`config.mk`:
```
export PLATFORM = sky130hd
export DESIGN_NAME = periph_bus_ctrl
export DESIGN_NICKNAME = d
export VERILOG_FILES = /design/src/rtl/bus_pkg.sv /design/src/rtl/periph_addr_decode.sv /design/src/rtl/periph_bus_ctrl.sv
export SDC_FILE = /design/constraint.sdc
export NUM_CORES = 1
export LEC_CHECK = 0
export CORE_UTILIZATION = 40
export DETAILED_ROUTE_END_ITERATION = 8
export GPL_TIMING_DRIVEN = 0
export HOLD_SLACK_MARGIN = 0.08
export PLACE_DENSITY_LB_ADDON = 0.05
export SLEW_MARGIN = 30
export SYNTH_ARGS = -nofsm -noshare
export SYNTH_HDL_FRONTEND = slang
export SYNTH_SLANG_ARGS = --single-unit
```
`constraint.sdc`:
```
create_clock -name clk_i -period 4.1 [get_ports clk_i]
set_input_delay 0.82 -clock clk_i [delete_from_list [all_inputs] [get_ports clk_i]]
set_output_delay 0.82 -clock clk_i [all_outputs]
set_load 0.01 [all_outputs]
```
`src/rtl/bus_pkg.sv`:
```
// ---------------------------------------------------------------------------
// bus_pkg
// Shared definitions for the peripheral bus controller and its address
// decoder: region codes, slave indices, FSM state encoding, operation type
// and the default ACCESS timeout.
// ---------------------------------------------------------------------------
package bus_pkg;

    // Region codes: the value of addr[31:ADDR_MSB] that selects each slave.
    localparam int unsigned REGION_RAM = 0;
    localparam int unsigned REGION_LED = 1;
    localparam int unsigned REGION_AXI = 2;

    // Slave indices: bit position in the strobe/ready vectors and the
    // 32-bit slot in the packed read-data bus.
    localparam int unsigned SLV_RAM = 0;
    localparam int unsigned SLV_LED = 1;
    localparam int unsigned SLV_AXI = 2;
    localparam int unsigned NUM_SLV = 3;

    localparam int unsigned DEFAULT_TIMEOUT_CYCLES = 255;

    typedef enum logic [1:0] {
        ST_IDLE   = 2'd0,
        ST_ACCESS = 2'd1,
        ST_DONE   = 2'd2,
        ST_ERR    = 2'd3
    } state_e;

    typedef enum logic {
        OP_RD = 1'b0,
        OP_WR = 1'b1
    } op_e;

endpackage

```
`src/rtl/periph_addr_decode.sv`:
```
// ---------------------------------------------------------------------------
// periph_addr_decode
// Combinational region decode of a byte address.
//   addr      in  32  byte address; region = addr[31:ADDR_MSB]
//   sel       out 3   one-hot slave select ([0]=RAM, [1]=LED, [2]=AXI)
//   unmapped  out 1   region matches no slave (sel is then all zero)
// ---------------------------------------------------------------------------
module periph_addr_decode
    import bus_pkg::*;
#(
    parameter int unsigned ADDR_MSB = 17
) (
    input  logic [31:0]        addr,
    output logic [NUM_SLV-1:0] sel,
    output logic               unmapped
);

    localparam int unsigned RW = 32 - ADDR_MSB;

    logic [RW-1:0] region;
    logic          unused_low;

    assign region     = addr[31:ADDR_MSB];
    // Offset bits inside a region play no part in the decode.
    assign unused_low = ^addr[ADDR_MSB-1:0];

    always_comb begin
        sel          = '0;
        sel[SLV_RAM] = (region == RW'(REGION_RAM));
        sel[SLV_LED] = (region == RW'(REGION_LED));
        sel[SLV_AXI] = (region == RW'(REGION_AXI));
        unmapped     = ~|sel;
    end

endmodule

```
`src/rtl/periph_bus_ctrl.sv`:
```
// ---------------------------------------------------------------------------
// periph_bus_ctrl
// Single-master to three-slave peripheral bus controller with region decode,
// per-access timeout and a saturating error counter.
//   clk_i          in  1   clock (rising edge)
//   rst_i          in  1   asynchronous, active-low reset
//   mst_rd_i/wr_i  in  1   master read / write request, held until ready
//   mst_addr_i     in  32  byte address
//   mst_data_i     in  32  write data
//   mst_be_i       in  4   byte enables
//   mst_ready_o    out 1   one-cycle completion pulse
//   mst_data_o     out 32  read data, valid with mst_ready_o, else 0
//   mst_err_o      out 1   error flag, valid with mst_ready_o, else 0
//   slv_rd_o/wr_o  out 3   per-slave strobes ([0]=RAM, [1]=LED, [2]=AXI)
//   slv_addr_o     out 32  latched address (shared)
//   slv_data_o     out 32  latched write data (shared)
//   slv_be_o       out 4   latched byte enables (shared)
//   slv_ready_i    in  3   per-slave completion
//   slv_rdata_i    in  96  per-slave read data, slave n at [32n+31:32n]
//   err_cnt_o      out 8   saturating count of errored completions
// ---------------------------------------------------------------------------
module periph_bus_ctrl
    import bus_pkg::*;
#(
    parameter int unsigned TIMEOUT_CYCLES = DEFAULT_TIMEOUT_CYCLES,
    parameter int unsigned ADDR_MSB       = 17
) (
    input  logic                  clk_i,
    input  logic                  rst_i,
    input  logic                  mst_rd_i,
    input  logic                  mst_wr_i,
    input  logic [31:0]           mst_addr_i,
    input  logic [31:0]           mst_data_i,
    input  logic [3:0]            mst_be_i,
    output logic                  mst_ready_o,
    output logic [31:0]           mst_data_o,
    output logic                  mst_err_o,
    output logic [NUM_SLV-1:0]    slv_rd_o,
    output logic [NUM_SLV-1:0]    slv_wr_o,
    output logic [31:0]           slv_addr_o,
    output logic [31:0]           slv_data_o,
    output logic [3:0]            slv_be_o,
    input  logic [NUM_SLV-1:0]    slv_ready_i,
    input  logic [32*NUM_SLV-1:0] slv_rdata_i,
    output logic [7:0]            err_cnt_o
);

    // Counter value seen in the last allowed ACCESS cycle (counter is 0 in
    // the first one).
    localparam logic [9:0] TMO_LAST = 10'(TIMEOUT_CYCLES - 1);

    function automatic logic [7:0] sat_inc(input logic [7:0] v);
        return (v == 8'hFF) ? v : v + 8'd1;
    endfunction

    state_e             state_q;
    op_e                op_q;
    logic [NUM_SLV-1:0] sel_q;
    logic [31:0]        addr_q;
    logic [31:0]        wdata_q;
    logic [3:0]         be_q;
    logic [31:0]        rdata_q;
    logic               err_q;
    logic [9:0]         tmo_cnt_q;
    logic [7:0]         err_cnt_q;

    logic [NUM_SLV-1:0] dec_sel;
    logic               dec_unmapped;
    logic               sel_ready;
    logic [31:0]        sel_rdata;
    logic               req_one;
    logic               req_both;
    logic               done_err;

    periph_addr_decode #(
        .ADDR_MSB (ADDR_MSB)
    ) u_decode (
        .addr     (mst_addr_i),
        .sel      (dec_sel),
        .unmapped (dec_unmapped)
    );

    assign req_one  = mst_rd_i ^ mst_wr_i;
    assign req_both = mst_rd_i & mst_wr_i;

    // Only the latched slave is listened to; other ready lines are masked.
    assign sel_ready = |(slv_ready_i & sel_q);

    always_comb begin
        sel_rdata = '0;
        for (int i = 0; i < NUM_SLV; i++) begin
            if (sel_q[i]) begin
                sel_rdata = sel_rdata | slv_rdata_i[32*i +: 32];
            end
        end
    end

    assign done_err = (state_q == ST_ERR) || ((state_q == ST_DONE) && err_q);

    always_ff @(posedge clk_i or negedge rst_i) begin
        if (!rst_i) begin
            state_q   <= ST_IDLE;
            op_q      <= OP_RD;
            sel_q     <= '0;
            addr_q    <= '0;
            wdata_q   <= '0;
            be_q      <= '0;
            rdata_q   <= '0;
            err_q     <= 1'b0;
            tmo_cnt_q <= '0;
            err_cnt_q <= '0;
        end else begin
            if (done_err) begin
                err_cnt_q <= sat_inc(err_cnt_q);
            end
            case (state_q)
                ST_IDLE: begin
                    // Conflicting rd+wr is rejected without touching slaves.
                    if (req_both) begin
                        state_q <= ST_ERR;
                    end else if (req_one) begin
                        addr_q    <= mst_addr_i;
                        wdata_q   <= mst_data_i;
                        be_q      <= mst_be_i;
                        op_q      <= mst_wr_i ? OP_WR : OP_RD;
                        sel_q     <= dec_sel;
                        tmo_cnt_q <= '0;
                        state_q   <= dec_unmapped ? ST_ERR : ST_ACCESS;
                    end
                end
                ST_ACCESS: begin
                    // Ready wins over a timeout expiring in the same cycle.
                    if (sel_ready) begin
                        rdata_q <= (op_q == OP_RD) ? sel_rdata : 32'd0;
                        err_q   <= 1'b0;
                        state_q <= ST_DONE;
                    end else if (tmo_cnt_q == TMO_LAST) begin
                        rdata_q <= '0;
                        err_q   <= 1'b1;
                        state_q <= ST_DONE;
                    end else begin
                        tmo_cnt_q <= tmo_cnt_q + 10'd1;
                    end
                end
                ST_DONE: state_q <= ST_IDLE;
                ST_ERR:  state_q <= ST_IDLE;
                default: state_q <= ST_IDLE;
            endcase
        end
    end

    // Strobes are decoded from registered state so they stay steady for the
    // whole ACCESS phase and vanish as soon as reset asserts.
    assign slv_rd_o   = ((state_q == ST_ACCESS) && (op_q == OP_RD)) ? sel_q : '0;
    assign slv_wr_o   = ((state_q == ST_ACCESS) && (op_q == OP_WR)) ? sel_q : '0;
    assign slv_addr_o = addr_q;
    assign slv_data_o = wdata_q;
    assign slv_be_o   = be_q;

    assign mst_ready_o = (state_q == ST_DONE) || (state_q == ST_ERR);
    assign mst_err_o   = done_err;
    assign mst_data_o  = (state_q == ST_DONE) ? rdata_q : 32'd0;
    assign err_cnt_o   = err_cnt_q;

endmodule

```
==> impl_metrics.py <==
metrics = {
    "setup_path": {
        "crit_fanout": 10,
        "r2r_start": "tmo_cnt_q[0]",
        "arrival_ns": 2.50,
        "cp-startpoint": "state_q[1]",
        "critPathBufInv": 3,
        "worstPathCellList": "clkbuf_1, nor2b_1, clkbuf_1, and2_1, clkdlybuf4s50_1",
        "critPathTopFamily": "buffers and inverters",
        "cp_slowest_stage_delay_ns": 0.57,
        "crit_slowest_cell": "clkdlybuf4s50_1",
        "crit_top_cell": "clkbuf_1",
        "crit_required_ns": 3.28,
        "r2r_setup_slack_ns": 1.53,
        "startpoint_type": "register",
        "rr_worst_depth": 7,
        "critPathCaptureType": "primary output",
        "path_class": "register to primary output",
        "r2r-end": "rdata_q[15]",
    },
    "power": {
        "power.density_nw_per_um2": 535,
        "ir_drop_uv": 423,
        "finalPower_mw": 4.99,
        "p_leak_nw": 4.12,
    },
    "routing": {
        "wl_per_cell_um": 17.1,
        "drc": 0,
        "wirelength_um": 18500,
        "drtPass1Iterations": 7,
        "drt_iter0_markers": 303,
        "num_vias": 5536,
        "drtAntennaViolNets": 0,
        "vias_per_cell": 5.13,
    },
    "sta": {
        "slew_headroom": 0.481,
        "timing_hold_violations_final": 0,
        "fin_crit_sh": 0.810,
        "fin_skew_ns": 0.00625,
        "finalSetupViolations": 0,
        "tightest_slew_ns": 0.776,
        "clock.fmax_mhz": 301,
        "period_minus_slack_ns": 3.32,
        "whs_ns": 0.340,
        "rsz0062_at_grt": "no",
        "slew_viol_final": 0,
    },
    "clocking": {
        "postCtsHoldBufs": 0,
        "clk_path_buf_depth": 2,
        "ctsHtreeMaxLevel": 4,
        "cts_root_buffer": "clkbuf_16",
        "clk_pin_slew_ns": 0.05,
        "cts_setup_buffers": 0,
        "numCtsBuffers": 17,
        "clk_latency_ns": 0.42,
        "cts_tree": "yes",
        "clock_sinks": 125,
        "cts_resized": 0,
    },
    "global_route": {
        "gr-total-overflow": 0,
        "grt_max_degree": 64,
        "gr-usage-all-layers": 0.259,
        "grt_pass1_wl_um": 28900,
        "antenna_found_initial": 0,
        "grt_pass1_vias": 5675,
    },
    "min_path": {
        "min_path_type": "input pin to asynchronous set/reset pin",
    },
    "synth": {
        "avgSynthCellArea_sq_um": 9.61,
        "synth.most_common_cell": "nand2_1",
        "synth_top_area_share": 0.557,
        "yosys-top-cells-area": "dfrtp_1 56%, nand2_1 15%, a222oi_1 5.9%",
        "synthDistinctLibCells": 41,
        "synth_edf_count": 0,
        "yosys_register_bits": 125,
        "synthArstFlopShare": 1.00,
        "synthTopCellsByCount": "224 x nand2_1, 125 x dfrtp_1, 35 x and2_1",
        "synth_ff_type": "dfrtp_1",
        "postSynthCellCount": 584,
        "netlist_area_sq_um": 5610,
        "syn_nets": 760,
        "ys.warnings.count": 0,
        "synth_seq_area_share": 0.557,
        "yosys.area.top_type": "dfrtp_1",
    },
    "floorplan": {
        "core-area_sq_um": 13500,
        "die_y_um": 120,
        "die_x_um": 120,
        "rows": 42,
        "start_util": 0.417,
        "dieArea_sq_um": 14500,
        "io_pins": 287,
    },
    "final_layout": {
        "fin_util": 0.694,
        "nets": 1067,
        "area_growth_pct": 66.4,
        "diodes": 0,
        "drive_above_1_share": 0.0498,
    },
    "placement": {
        "gp_congestion": 0.809,
        "dp_hpwl_um": 13900,
        "numPortBuffers": 286,
    },
    "outcome": {
        "status": "complete, no violations",
    },
    "run": {
        "drv_cap": 0,
    },
}
[flip-flops by register name (all words and copies together), names as in the netlist]
register,flops
slv_addr_o,32
rdata_q,32
sel_q,3
tmo_cnt_q,10
slv_be_o,4
err_cnt_o,8
state_q,2
slv_data_o,32
err_q,1
op_q,1
[cells in the final DEF, fill, tap and decap left out, types with 7 or more instances in the layout]
| cell | n |
|---|---|
| clkbuf_1 | 35 |
| and2_1 | 35 |
| nand2_1 | 224 |
| clkbuf_8 | 7 |
| clkdlybuf4s50_1 | 285 |
| clkbuf_16 | 17 |
| dfrtp_1 | 125 |
| nor2_1 | 9 |
| o2bb2ai_1 | 32 |
| a222oi_1 | 33 |
[how the worst max path moves through the flow]
stage	slack, ns	cells past startpoint	end
after floorplan	1.74	7	slv_addr_o[21]
after global placement	-2.59	1	slv_addr_o[12]
after detailed placement	0.65	8	slv_addr_o[21]
after CTS	0.71	5	mst_data_o[24]
after global routing	0.54	5	mst_data_o[22]
final	0.78	5	mst_data_o[24]
[kinds of logic after synthesis]
logic type,synth area share
buffers and inverters,0.0339
flip-flops,0.557
XOR/XNOR,0.00624
AND/OR/NAND/NOR,0.239
adder cells (fa/ha/maj),0.0111
multiplexers,0.0132
AO/OA/AOI/OAI,0.139
[per-stage QoR]
stage / area [sq um] / instances / setup TNS [ns] / setup slack [ns]
global route: 9340 / 1079 / 0 / 0.538
finish: 9340 / 1079 / 0 / 0.779
floorplan: 5610 / 584 / 0 / 1.74
global placement: 8700 / 1046 / -323.33 / -2.59
detailed placement: 8730 / 1047 / 0 / 0.648
CTS: 9330 / 1078 / 0 / 0.711
[power by group]
group          total, mW  internal (mW)  switching [mW]
logic               1.63          0.909           0.721
clock network       1.51          0.999           0.508
registers           1.85           1.61           0.249
[metal layers]
layer  global-route usage  wire (um)  up-vias
met4                0.103        381        0
met5                    0          0        -
met1                0.278       6930     2642
met3                0.103       1730       26
met2                0.455       9420      219
li1                     -          -     2649
[final cells by class]
class | instances | area, sq um
multi-input cells | 412 | 2290
flip-flops and latches | 125 | 3130
well taps | 176 | 220
inverters | 6 | 22.5
fillers | 1066 | 4110
clock inverters | 6 | 80.1
plain buffers | 41 | 168
repair buffers | 288 | 2900
clock buffers | 25 | 526
Note: power is estimated with default switching activity, not from simulation.
